[src/rtl/dii_package.sv]
// Debug interconnect flit type shared by the NoC control module slice.
// dii_flit: valid, last, data[15:0].
package dii_package;

    typedef struct packed {
        logic        valid;
        logic        last;
        logic [15:0] data;
    } dii_flit;

endpackage

[src/rtl/noc_control_module_rr_arb.sv]
// Combinational round-robin pick: first set req bit after rr_last_i.
// Ports: req_i (requests), rr_last_i (last winner), grant_o (winner index).
module noc_control_module_rr_arb #(
    parameter int NUM_SRC = 2,
    parameter int SRC_W   = (NUM_SRC > 1) ? $clog2(NUM_SRC) : 1
) (
    input  logic [NUM_SRC-1:0] req_i,
    input  logic [SRC_W-1:0]   rr_last_i,
    output logic [SRC_W-1:0]   grant_o
);

    function automatic logic [SRC_W-1:0] wrap(input int v);
        return SRC_W'(v % NUM_SRC);
    endfunction

    // Walk from the farthest offset to the nearest so the source
    // closest after rr_last_i is assigned last and therefore wins.
    always_comb begin
        grant_o = rr_last_i;
        for (int i = NUM_SRC; i >= 1; i--) begin
            if (req_i[wrap(int'(rr_last_i) + i)]) begin
                grant_o = wrap(int'(rr_last_i) + i);
            end
        end
    end

endmodule

[src/rtl/noc_control_module_event_mux.sv]
// Packet-atomic round-robin merge of submodule event streams.
// Ports: clk, rst (sync, active-high), in_flit/in_ready per source,
// out_flit/out_ready merged registered stream, len_err sticky flag.
module noc_control_module_event_mux
    import dii_package::*;
#(
    parameter int NUM_SRC        = 2,
    parameter int MAX_DI_PKT_LEN = 12
) (
    input  logic                  clk,
    input  logic                  rst,
    input  dii_flit [NUM_SRC-1:0] in_flit,
    output logic    [NUM_SRC-1:0] in_ready,
    output dii_flit               out_flit,
    input  logic                  out_ready,
    output logic                  len_err
);

    localparam int SRC_W = (NUM_SRC > 1) ? $clog2(NUM_SRC) : 1;
    localparam int CNT_W = $clog2(MAX_DI_PKT_LEN) + 1;
    localparam logic [CNT_W-1:0] CNT_LIM = CNT_W'(MAX_DI_PKT_LEN - 1);

    typedef enum logic {
        ARB,
        XFER
    } state_e;

    state_e           state_q, state_d;
    logic [SRC_W-1:0] grant_q, grant_d;
    logic [SRC_W-1:0] rr_last_q, rr_last_d;
    logic [CNT_W-1:0] cnt_q, cnt_d;
    dii_flit          oreg_q, oreg_d;
    logic             err_q, err_d;

    logic [NUM_SRC-1:0] req;
    logic [SRC_W-1:0]   arb_grant;
    dii_flit            sel;
    logic               take;
    logic               fire;

    always_comb begin
        req = '0;
        for (int i = 0; i < NUM_SRC; i++) begin
            req[i] = in_flit[i].valid;
        end
    end

    noc_control_module_rr_arb #(
        .NUM_SRC (NUM_SRC),
        .SRC_W   (SRC_W)
    ) u_arb (
        .req_i     (req),
        .rr_last_i (rr_last_q),
        .grant_o   (arb_grant)
    );

    // The output register can load whenever it is empty or draining.
    assign sel  = in_flit[grant_q];
    assign take = !oreg_q.valid || out_ready;
    assign fire = (state_q == XFER) && sel.valid && take;

    always_ff @(posedge clk) begin
        if (rst) begin
            state_q   <= ARB;
            grant_q   <= '0;
            rr_last_q <= SRC_W'(NUM_SRC - 1);
            cnt_q     <= '0;
            oreg_q    <= '0;
            err_q     <= 1'b0;
        end else begin
            state_q   <= state_d;
            grant_q   <= grant_d;
            rr_last_q <= rr_last_d;
            cnt_q     <= cnt_d;
            oreg_q    <= oreg_d;
            err_q     <= err_d;
        end
    end

    always_comb begin
        state_d   = state_q;
        grant_d   = grant_q;
        rr_last_d = rr_last_q;
        cnt_d     = cnt_q;
        oreg_d    = oreg_q;
        err_d     = err_q;
        if (take) begin
            oreg_d.valid = 1'b0;
        end
        unique case (state_q)
            ARB: begin
                if (|req) begin
                    grant_d = arb_grant;
                    state_d = XFER;
                end
            end
            XFER: begin
                if (fire) begin
                    oreg_d = sel;
                    cnt_d  = cnt_q + 1'b1;
                    // Flag only; the overlong packet is still forwarded.
                    if (!sel.last && cnt_q == CNT_LIM) begin
                        err_d = 1'b1;
                    end
                    if (sel.last) begin
                        rr_last_d = grant_q;
                        cnt_d     = '0;
                        state_d   = ARB;
                    end
                end
            end
            default: state_d = ARB;
        endcase
    end

    always_comb begin
        in_ready = '0;
        if (state_q == XFER) begin
            in_ready[grant_q] = take;
        end
    end

    assign out_flit = oreg_q;
    assign len_err  = err_q;

endmodule

[config.mk]
export PLATFORM = sky130hd
export DESIGN_NAME = noc_control_module_event_mux
export DESIGN_NICKNAME = d
export VERILOG_FILES = /design/src/rtl/dii_package.sv /design/src/rtl/noc_control_module_rr_arb.sv /design/src/rtl/noc_control_module_event_mux.sv
export SDC_FILE = /design/constraint.sdc
export NUM_CORES = 1
export LEC_CHECK = 0
export ABC_AREA = 1
export BUFFER_PORTS_ARGS = -buffer_cell sky130_fd_sc_hd__buf_2
export CAP_MARGIN = 20
export CELL_PAD_IN_SITES_DETAIL_PLACEMENT = 1
export CELL_PAD_IN_SITES_GLOBAL_PLACEMENT = 1
export CORE_ASPECT_RATIO = 0.75
export CORE_MARGIN = 2
export CORE_UTILIZATION = 33
export DETAILED_ROUTE_END_ITERATION = 7
export PLACE_DENSITY = 0.91
export RECOVER_POWER = 25
export SLEW_MARGIN = 20
export SYNTH_ARGS = -nofsm -noshare
export SYNTH_HDL_FRONTEND = slang
export SYNTH_SLANG_ARGS = --single-unit
export TNS_END_PERCENT = 50
[constraint.sdc]
create_clock -name clk -period 1.83 [get_ports clk]
set_clock_uncertainty 0.05 [all_clocks]
set_input_delay 0.183 -clock clk [delete_from_list [all_inputs] [get_ports clk]]
set_output_delay 0.183 -clock clk [all_outputs]
set_load 0.01 [all_outputs]
# Word level (Yosys, flattened, before mapping)
# Index checks and enable logic that the tools add are counted.
# op_classes
eq_ne	1
n_reduce_logical	12
order_cmp	4
addsub	3
mux	19
bitwise	2
# op_table
op	count
2-to-1 mux 18 bit	4
2-to-1 mux 1 bit	11
less-than comparator 1 x 2 -> 1 bit (second input constant)	3
AND reduction 3 bit	2
adder 5 x 1 -> 5 bit (second input constant)	1
equality test 5 x 4 -> 1 bit (second input constant)	1
2-to-1 mux 5 bit	1
logical AND 1 bit	4
AND reduction 2 bit	2
adder 1 bit (second input constant)	2
AND 2 bit	1
logical NOT 1 bit	2
2-to-1 mux 2 bit	1
one-hot mux 1 bit (2 select lines)	1
OR reduction 2 bit	1
demux 1 bit (select 1 bit)	1
greater-or-equal comparator 1 bit (second input constant)	1
logical OR 1 bit	1
inverter 1 bit	1
# word_totals
register_bits	27
word_cells	49
input_bits	39

# Longest topological paths before layout
# Gate-level depths: netlist of run 1.
# logic_depth
word_depth	6
depth_mapped	9
ltp_nobuf	8

# By module
# A second synthesis of run 1 with hierarchy kept.
# hier_totals
cells_unflattened	219
area_unflattened_um2	1442.6
# modules_own_cells
mod	cells_each	n_inst	area_each_um2
noc_control_module_event_mux	214	1	1423.9
noc_control_module_rr_arb	5	1	18.8

# Worst setup path after synthesis of run 1
# No wires, ideal clock.
# synth_path
path_type	register -> output
from	register grant_q
to	output in_ready[0]
slack_ns	0.622
t_required_ns	1.597
path_buffers	2
stages_incl_launch_ff	4
arrival_time_ns	0.975
path_cell_list	dfxtp_1 -> buf_2 -> buf_2 -> nor3_1
# synth_via
elab_chain_len	6
elab_cells_between_ends	7
# synth_rtl
item	line	text
from (decl)	noc_control_module_event_mux.sv:29	logic [SRC_W-1:0] grant_q, grant_d;
from (signal assigned)	noc_control_module_event_mux.sv:72	grant_q <= grant_d;
less-than comparator 1 x 2 -> 1 bit (not written as such) / greater-or-equal comparator 1 bit (equally long branches)	noc_control_module_event_mux.sv:119	in_ready[grant_q] = take;
logical AND 1 bit (not written as such)	noc_control_module_event_mux.sv:119	
2-to-1 mux 1 bit (not written as such)	noc_control_module_event_mux.sv:119	
demux 1 bit (select 1 bit) (*)	noc_control_module_event_mux.sv:119	
AND 2 bit (no line) (*)	--	
2-to-1 mux 2 bit (*)	noc_control_module_event_mux.sv:118	if (state_q == XFER) begin
to (decl)	noc_control_module_event_mux.sv:13	output logic [NUM_SRC-1:0] in_ready,
# Mark *: on every way between the ends. The rest lies on a longest branch, timed or not.

# Final worst setup path of run 1
# layout_path
from	register grant_q
to	output in_ready[1]
# The elaborated chain is that of the path after synthesis.

==> out/qor.csv, run 1 <==
metric;value;unit
status;completed;
relSlewSlack;68.7;%
cts_buffers;3;
drtIter0Drc;51;
ir_worst_vdd;247;uV
routed_via_density;4.65;
root_buffer;clkbuf_8;
clock-sinks;27;
post_cts_buffers;0;
setup_viol_count_final;0;
grt_pass1_vias;1492;
yosysUniqueCellTypes;20;
place_congestion;0.832;
drcViolationCount;0;
clk_path_buf_depth;2;
io_buffers;59;
p_leak;0.876;nW
synth_area_per_cell;6.42;um^2
grt_usage;18.2;%
power;1.30;mW
core_area;3730;um^2
fin_crit_sh;90.5;%
cp_max_fo;18;
setup_tns;0;ns
dr.pass1.iters;4;
drv_slew;0;
yosysWarnings;0;
nets;305;
num-fill-cells;515;
crit_type;reg2out;
tightestPinTransition;0.470;ns
ys_ff_latch;27;
cts_resized;0;
wl_per_cell;12.2;um
hpwl;3010;um
die_h;58.6;um
rows;19;
crit_required;1.60;ns
antenna-diode-count;0;
num_io_pins;60;
min_period;1.66;ns
grt_pass1_wl;6530;um
postCtsHoldBufs;0;
worst_ep_arrival_time;1.42;ns
fmax;604;MHz
cts_tree;yes;
syn2layout_area_growth;30.1;%
syn-cell-area;1310;um^2
whs;0.111;ns
postRouteAntennaNets;0;
yosysSeqAreaShare;41.3;%
die_w;76.8;um
wirelength;3870;um
synth_fp_nets;244;
worstSkewPairLatency;0.28;ns
drv_cap;0;
end_kind;output port;
grt_max_degree;19;
hold_viol;0;
rsz0062_at_grt;no;
dieArea;4490;um^2
ctsHtreeMaxLevel;1;
cp-start-kind;flip-flop;
drive_gt1_share;23.5;%
vias;1469;
p_per_area;763;nW/um^2
hold_path.class;in2reg;
grt_overflow;0;
antenna_found_initial;0;
syn_inst;204;
start_util;35.1;%
cts.clk_slew.worst_paths;0.11;ns
## worst max-delay path, cell delays in order (launching register included)
cell	delay, ns
dfxtp_1	0.53
inv_2	0.07
buf_4	0.21
nor3_1	0.19
buf_2	0.15
## cells by family after synthesis
logic type | count (synthesis) | share of synthesized area, %
AOI/OAI and AO/OA | 24 | 9.74
xor gates and xnor gates | 1 | 0.669
adders and majority gates | 1 | 0.955
buffers and inverters | 20 | 7.35
DFF | 27 | 41.3
and+or+nand+nor | 131 | 40.0
## registers in the layout, indices dropped and copies added, names as in the netlist
| register | count |
|---|---|
| out_flit | 18 |
| cnt_q | 5 |
| grant_q | 1 |
| len_err | 1 |
| rr_last_q | 1 |
| state_q | 1 |
## through the flow
| stage | setup slack (ns) | area (um^2) | instances | utilization (%) |
|---|---|---|---|---|
| finish | 0.174 | 1700 | 316 | 45.7 |
| global route | 0.0298 | 1700 | 316 | 45.7 |
| CTS | 0.159 | 1720 | 316 | 46.1 |
| detailed placement | 0.221 | 1670 | 312 | 44.7 |
| global placement | 0.253 | 1670 | 312 | 44.7 |
| floorplan | 0.622 | 1310 | 204 | - |
## cell usage after synthesis (all sizes together)
cell type,number,area share [%]
nor2,46,14
xnor2,1,0.67
nand3,8,3.4
dfxtp,27,41
nand4,2,0.95
inv,12,3.4
nor3,2,0.76
buf,7,3.6
ha,1,0.95
o21ai,18,6.9
nand2,73,21
clkbuf,1,0.29
a21oi,6,2.9
## placed cells by master (no fill, tap or decap)
master,count
nand2_1,73
buf_2,47
nor2_1,44
dfxtp_1,27
clkbuf_1,12
inv_1,11
o21ai_0,10
o21ai_1,8
nand3_1,7
a21oi_1,4
buf_4,4
clkbuf_8,3
nor3_1,2
nand4_1,2
a21oi_2,2
inv_2,1
nor2_2,1
nand3_2,1
nor2_4,1
xnor2_1,1
ha_1,1
inv_6,1
buf_12,1
## where the power goes
| part | internal (mW) | leakage (nW) | switching, mW | total, mW |
|---|---|---|---|---|
| clock network | 0.160 | 0.0261 | 0.205 | 0.365 |
| logic | 0.111 | 0.629 | 0.165 | 0.277 |
| registers | 0.631 | 0.221 | 0.0275 | 0.658 |
| total | 0.902 | 0.876 | 0.398 | 1.30 |
## layout make-up
cell class / count / area, um^2 / share of cell area (%)
clock buffers: 3 / 41.3 / 2.42
multi-input cells: 157 / 673 / 39.5
well taps: 52 / 65.1 / 3.82
flip-flops and latches: 27 / 541 / 31.7
repair buffers: 64 / 330 / 19.4
clock inverters: 1 / 8.76 / 0.514
inverters: 12 / 45.0 / 2.64
## routing by layer
layer / track usage (%) / up-vias / wire (um)
met5: 0 / - / 0
met2: 32.8 / 44 / 1790
met4: 3.12 / 0 / 19
met1: 22.1 / 669 / 1800
met3: 5.37 / 2 / 253
li1: - / 754 / -
## worst paths after layout
check | from | endpoint | slack [ns] | depth (start not counted)
max | grant_q | in_ready[1] | 0.17 | 4
min | rst | cnt_q[2] | 0.11 | 2
max reg2reg | grant_q | out_flit[4] | 0.21 | 7
min reg2reg | out_flit[16] | out_flit[16] | 0.43 | 2
Power figures use the tool's default switching activity.
==> inputs of run 2 (changes only) <==
- ABC_AREA: 1 -> not set
- PLACE_DENSITY: 0.91 -> 0.85
- clock period: 1.83 -> 1.9 ns (I/O delays scaled with it)
==> out/qor.csv, run 2 <==
metric;value;unit;change
ys_top_cells_by_count;dfxtp_1, nor2_1, mux2i_1;;was nand2_1, nor2_1, dfxtp_1
fmax;607;MHz;
synth-edff-count;0;;unchanged
yosysWarnings;0;;unchanged
antenna_found_initial;0;;unchanged
yosysSeqAreaShare;42.3;%;was 41.3%
crit_type;reg2reg;;was reg2out
start_util;34.7;%;was 35.1%
drv_slew;0;;unchanged
final_common_cell;buf_2;;was nand2_1
crit_required;2.04;ns;was 1.60 ns
num_io_pins;60;;unchanged
die_w;75.9;um;was 76.8 um
reg2reg_depth;4;;was 7
ys_ff_latch;27;;unchanged
post_cts_buffers;0;;unchanged
synth_top_family_by_area;compound AO/OA/AOI/OAI gates;;was simple AND/OR/NAND/NOR gates
synth_compound_area_share;21.0;%;was 9.74%
setup_viol_count_final;0;;unchanged
hpwl;2520;um;was 3010 um
grt_max_degree;40;;was 19
cts.clk_slew.worst_paths;0.09;ns;was 0.11 ns
drive_gt1_share;35.5;%;was 23.5%
ctsHtreeMaxLevel;1;;unchanged
synth_ff_type;dfxtp_1;;unchanged
core_area;3680;um^2;was 3730 um^2
hold_depth;3;;was 2
postCtsHoldBufs;0;;unchanged
drtIter0Drc;52;;was 51
register_area;541;um^2;unchanged
setup_tns;0;ns;unchanged
final_util;44.0;%;was 45.7%
synthSimpleGateAreaFrac;15.1;%;was 40.0%
tightestPinTransition;0.647;ns;was 0.470 ns
synth_top_area_cell;dfxtp_1;;unchanged
relSlewSlack;56.8;%;was 68.7%
grt.met2_usage;24.6;%;was 32.8%
hold_path.class;in2reg;;unchanged
end_kind;flip-flop;;was output port
fin_area;1620;um^2;was 1700 um^2
wl_per_cell;13.7;um;was 12.2 um
nets;227;;was 305
gr-usage-met3;4.17;%;was 5.37%
clk_path_buf_depth;2;;unchanged
status;completed;;unchanged
largest_register_ffs;18;;unchanged
grt_overflow;0;;unchanged
synth_area_per_cell;9.76;um^2;was 6.42 um^2
io_buffers;59;;unchanged
ir_worst_vdd;386;uV;was 247 uV
dieArea;4390;um^2;was 4490 um^2
synth_area_leaders;dfxtp_1, mux2i_1, a211oi_2;;was dfxtp_1, nand2_1, nor2_1
synth-xor-area-share;0;%;was 0.669%
yosysMostFrequentCell;dfxtp_1;;was nand2_1
place_congestion;0.748;;was 0.832
grt_pass1_wl;4840;um;was 6530 um
synth_fa_ha_area_share;0.978;%;was 0.955%
num-fill-cells;453;;was 515
cts_buffers;3;;unchanged
grt_pass1_vias;1049;;was 1492
syn_inst;131;;was 204
routed_via_density;4.82;;was 4.65
grt_usage;14.4;%;was 18.2%
wirelength;3270;um;was 3870 um
syn2layout_area_growth;26.8;%;was 30.1%
yosysTopAreaCellShare;42.3;%;was 41.3%
p_per_area;745;nW/um^2;was 763 nW/um^2
syn-cell-area;1280;um^2;was 1310 um^2
rows;19;;unchanged
worstSkewPairLatency;0.27;ns;was 0.28 ns
rsz0062_at_grt;no;;unchanged
grt_use_met1;18.0;%;was 22.1%
antenna-diode-count;0;;unchanged
cp_max_fo;39;;was 18
cts_resized;0;;unchanged
p_leak;0.639;nW;was 0.876 nW
worst_ep_arrival_time;1.78;ns;was 1.42 ns
multi_input_area;663;um^2;was 673 um^2
clock-sinks;27;;unchanged
postRouteAntennaNets;0;;unchanged
hold_viol;0;;unchanged
die_h;57.9;um;was 58.6 um
fin_crit_sh;86.7;%;
root_buffer;clkbuf_8;;unchanged
vias;1146;;was 1469
yosysUniqueCellTypes;27;;was 20
cp-start-kind;flip-flop;;unchanged
synthMuxAreaShare;14.8;%;was 0%
drv_cap;0;;unchanged
grt-busiest-layer;met2;;unchanged
dr.pass1.iters;3;;was 4
postPlaceCellArea;1590;um^2;was 1670 um^2
synth-async-reset-ratio;0;%;unchanged
min_period;1.65;ns;
synth_fp_nets;171;;was 244
final_cell_mix;buf_2, dfxtp_1, nor2_1;;was nand2_1, buf_2, nor2_1
power;1.21;mW;was 1.30 mW
cts_tree;yes;;unchanged
drcViolationCount;0;;unchanged
-- run 2: cell count changes after synthesis, sizes merged, moves of 3 or more --
| cell | delta |
|---|---|
| a211oi | +17 |
| clkbuf | +3 |
| inv | -9 |
| mux2i | +17 |
| nand2 | -67 |
| nand3 | -4 |
| nor2 | -26 |
| o21ai | -15 |
| o32ai | +3 |
-- run 2: worst paths after layout --
kind | start | endpoint | slack (ns)
worst min register to register | rr_last_q | rr_last_q | 0.42
worst max register to register | grant_q | cnt_q[0] | 0.25
worst min-delay path | in_flit[34] | rr_last_q | 0.15
worst max-delay path | grant_q | cnt_q[0] | 0.25
-- run 2: where the power goes --
| group | internal [mW] | switching [mW] |
|---|---|---|
| Clock | 0.147 | 0.176 |
| Combinational | 0.113 | 0.145 |
| Sequential | 0.604 | 0.0232 |
-- run 2: cell families after synthesis --
| logic type | count (synthesis) |
|---|---|
| AOI/OAI and AO/OA | 32 |
| adders and majority gates | 1 |
| buffers and inverters | 13 |
| DFF | 27 |
| muxes | 18 |
| and+or+nand+nor | 40 |
-- run 2: worst max-delay path, cell delays in order (launching register included) --
cell and delay (ns):
dfxtp_1 0.43, mux2_4 0.20, and3_4 0.48, nand2_1 0.18
o31ai_1 0.22
-- run 2: final cells by class --
class                   count  share of cell area (%)
well taps                  52                    4.01
multi-input cells          91                    40.9
flip-flops and latches     27                    33.3
clock buffers               3                    2.55
repair buffers             61                    18.2
clock inverters             1                   0.309
inverters                   3                   0.694
-- run 2: through the flow --
stage / hold WS [ns] / std cells / worst slack [ns]
after floorplan: 0.285 / 131 / 0.466
after global placement: 0.402 / 234 / 0.329
after CTS: 0.144 / 238 / 0.221
after detailed placement: 0.410 / 234 / 0.246
final: 0.155 / 238 / 0.252
after global routing: 0.159 / 238 / 0.116
-- run 2: layer usage --
metal | wire [um] | part of all wire (%) | vias up
met2 | 1540 | 47 | 35
met3 | 223 | 6.8 | 2
met5 | 0 | 0 | -
met1 | 1480 | 45 | 524
met4 | 23 | 0.70 | 0
li1 | - | - | 585
==> inputs of run 3 (changes only) <==
- RECOVER_POWER: 25 -> 100
- TNS_END_PERCENT: 50 -> not set
==> out/qor.csv, run 3 (synthesis gave the netlist of run 2 again) <==
metric;value;unit;change
p_leak;0.598;nW;was 0.639 nW
relSlewSlack;58.1;%;was 56.8%
final_cell_mix;buf_2, dfxtp_1, clkbuf_1;;was buf_2, dfxtp_1, nor2_1
rsz0062_at_grt;no;;unchanged
cts_resized;0;;unchanged
power;1.20;mW;was 1.21 mW
wl_per_cell;13.9;um;was 13.7 um
cp-start-kind;flip-flop;;unchanged
crit_required;2.04;ns;about the same
worstSkewPairLatency;0.27;ns;about the same
routed_via_density;4.88;;was 4.82
num-fill-cells;462;;was 453
root_buffer;clkbuf_8;;unchanged
hpwl;2520;um;unchanged
largest_register_ffs;18;;unchanged
nets;227;;unchanged
start_util;34.7;%;unchanged
hold_path.class;in2reg;;unchanged
ctsHtreeMaxLevel;1;;unchanged
cts.clk_slew.worst_paths;0.09;ns;about the same
post_cts_buffers;0;;unchanged
rows;19;;unchanged
antenna_found_initial;0;;unchanged
dr.pass1.iters;3;;unchanged
crit_chain;mux2_1 > and3_4 > nand2_1 > o31ai_1;;was mux2_4 > and3_4 > nand2_1 > o31ai_1
comb_power_share;20.8;%;was 21.4%
cts_tree;yes;;unchanged
drive_gt1_share;29.0;%;was 35.5%
postCtsHoldBufs;0;;unchanged
p_clk_share;26.9;%;was 26.7%
crit_path_top_delay_cell;and3_4;;unchanged
tightestPinTransition;0.628;ns;was 0.647 ns
die_w;75.9;um;unchanged
dieArea;4390;um^2;unchanged
placedCellCount;234;;unchanged
path_buf_inv;0;;unchanged
vias;1162;;was 1146
crit_family;simple AND/OR/NAND/NOR gates;;unchanged
die_h;57.9;um;unchanged
drv_cap;0;;unchanged
grt_max_degree;40;;unchanged
crit_type;reg2reg;;unchanged
clk_path_buf_depth;2;;unchanged
drv_slew;0;;unchanged
fmax;601;MHz;was 607 MHz
switching_share;28.7;%;was 28.5%
finalNonFillerCells;238;;unchanged
grt_usage;14.4;%;unchanged
slowest_delay;0.49;ns;was 0.48 ns
fin_crit_sh;87.6;%;was 86.7%
drcViolationCount;0;;unchanged
wirelength;3320;um;was 3270 um
ir_worst_vdd;386;uV;about the same
drtIter0Drc;50;;was 52
postRouteAntennaNets;0;;unchanged
status;completed;;unchanged
syn2layout_area_growth;24.9;%;was 26.8%
worst_ep_arrival_time;1.80;ns;was 1.78 ns
setup_viol_count_final;0;;unchanged
antenna-diode-count;0;;unchanged
pwr-share-seq;52.2;%;was 51.9%
power.internal;0.858;mW;was 0.865 mW
grt_pass1_vias;1049;;unchanged
grt_overflow;0;;unchanged
p_per_area;753;nW/um^2;was 745 nW/um^2
clock-sinks;27;;unchanged
grt_pass1_wl;4840;um;unchanged
place_congestion;0.748;;unchanged
core_area;3680;um^2;unchanged
hold_viol;0;;unchanged
cp_max_fo;39;;unchanged
final_common_cell;buf_2;;unchanged
num_io_pins;60;;unchanged
setup_tns;0;ns;unchanged
min_period;1.67;ns;was 1.65 ns
io_buffers;59;;unchanged
switching_power;0.344;mW;about the same
end_kind;flip-flop;;unchanged
cts_buffers;3;;unchanged
==> run 3: changes by cell type in the layout (fill, tap and decap cells not counted) <==
cell	before	now
mux2_4	1	0
a211oi_2	10	8
buf_2	47	38
clkbuf_1	12	21
mux2_1	0	1
a211oi_1	7	9
==> run 3: final timing paths <==
| kind | start | end | slack, ns | depth (start not counted) |
|---|---|---|---|---|
| worst max-delay path | grant_q | cnt_q[0] | 0.23 | 4 |
| worst min-delay path | in_flit[35] | state_q | 0.15 | 3 |
| worst max register to register | grant_q | cnt_q[0] | 0.23 | 4 |
| worst min register to register | rr_last_q | rr_last_q | 0.42 | 2 |
==> run 3: power groups by stage <==
stage / Combinational (mW) / Clock, mW / Sequential, mW
floorplan: 0.157 / 0 / 0.653
global placement: 0.259 / 0 / 0.639
detailed placement: 0.267 / 0 / 0.641
CTS: 0.268 / 0.341 / 0.628
global route: 0.277 / 0.361 / 0.633
finish: 0.250 / 0.324 / 0.628
==> run 3: area by class of cell <==
class,count,area (um^2),area share [%]
tap,52,65.1,4.08
clock buffer,3,41.3,2.59
sequential,27,541,33.9
clock inverter,1,5.00,0.313
timing repair buffer,61,284,17.8
inverter,3,11.3,0.705
multi-input combinational,91,649,40.7
==> run 3: through the flow <==
| step | setup slack, ns | utilization [%] | instance area [um^2] | hold WS, ns |
|---|---|---|---|---|
| 2_1_floorplan | 0.466 | - | 1280 | 0.285 |
| 3_3_place_gp | 0.329 | 43.2 | 1590 | 0.402 |
| 3_5_place_dp | 0.246 | 43.2 | 1590 | 0.410 |
| 4_1_cts | 0.221 | 44.4 | 1640 | 0.144 |
| 5_1_grt | 0.111 | 43.3 | 1600 | 0.157 |
| 6_report | 0.235 | 43.3 | 1600 | 0.153 |
==> run 3: tightest hold or removal path, delay by kind of cell <==
| family | cells | cell delay [ns] |
|---|---|---|
| AND/OR/NAND/NOR | 1 | 0.08 |
| AO/OA/AOI/OAI | 1 | 0.07 |
| buffers and inverters | 1 | 0.10 |
==> run 3: layer usage <==
layer	vias to the layer above	track usage, %	wire, um
met2	35	24.6	1570
met3	2	4.17	207
met4	0	3.01	23
li1	588	-	-
met1	537	18.0	1520
met5	-	0	0
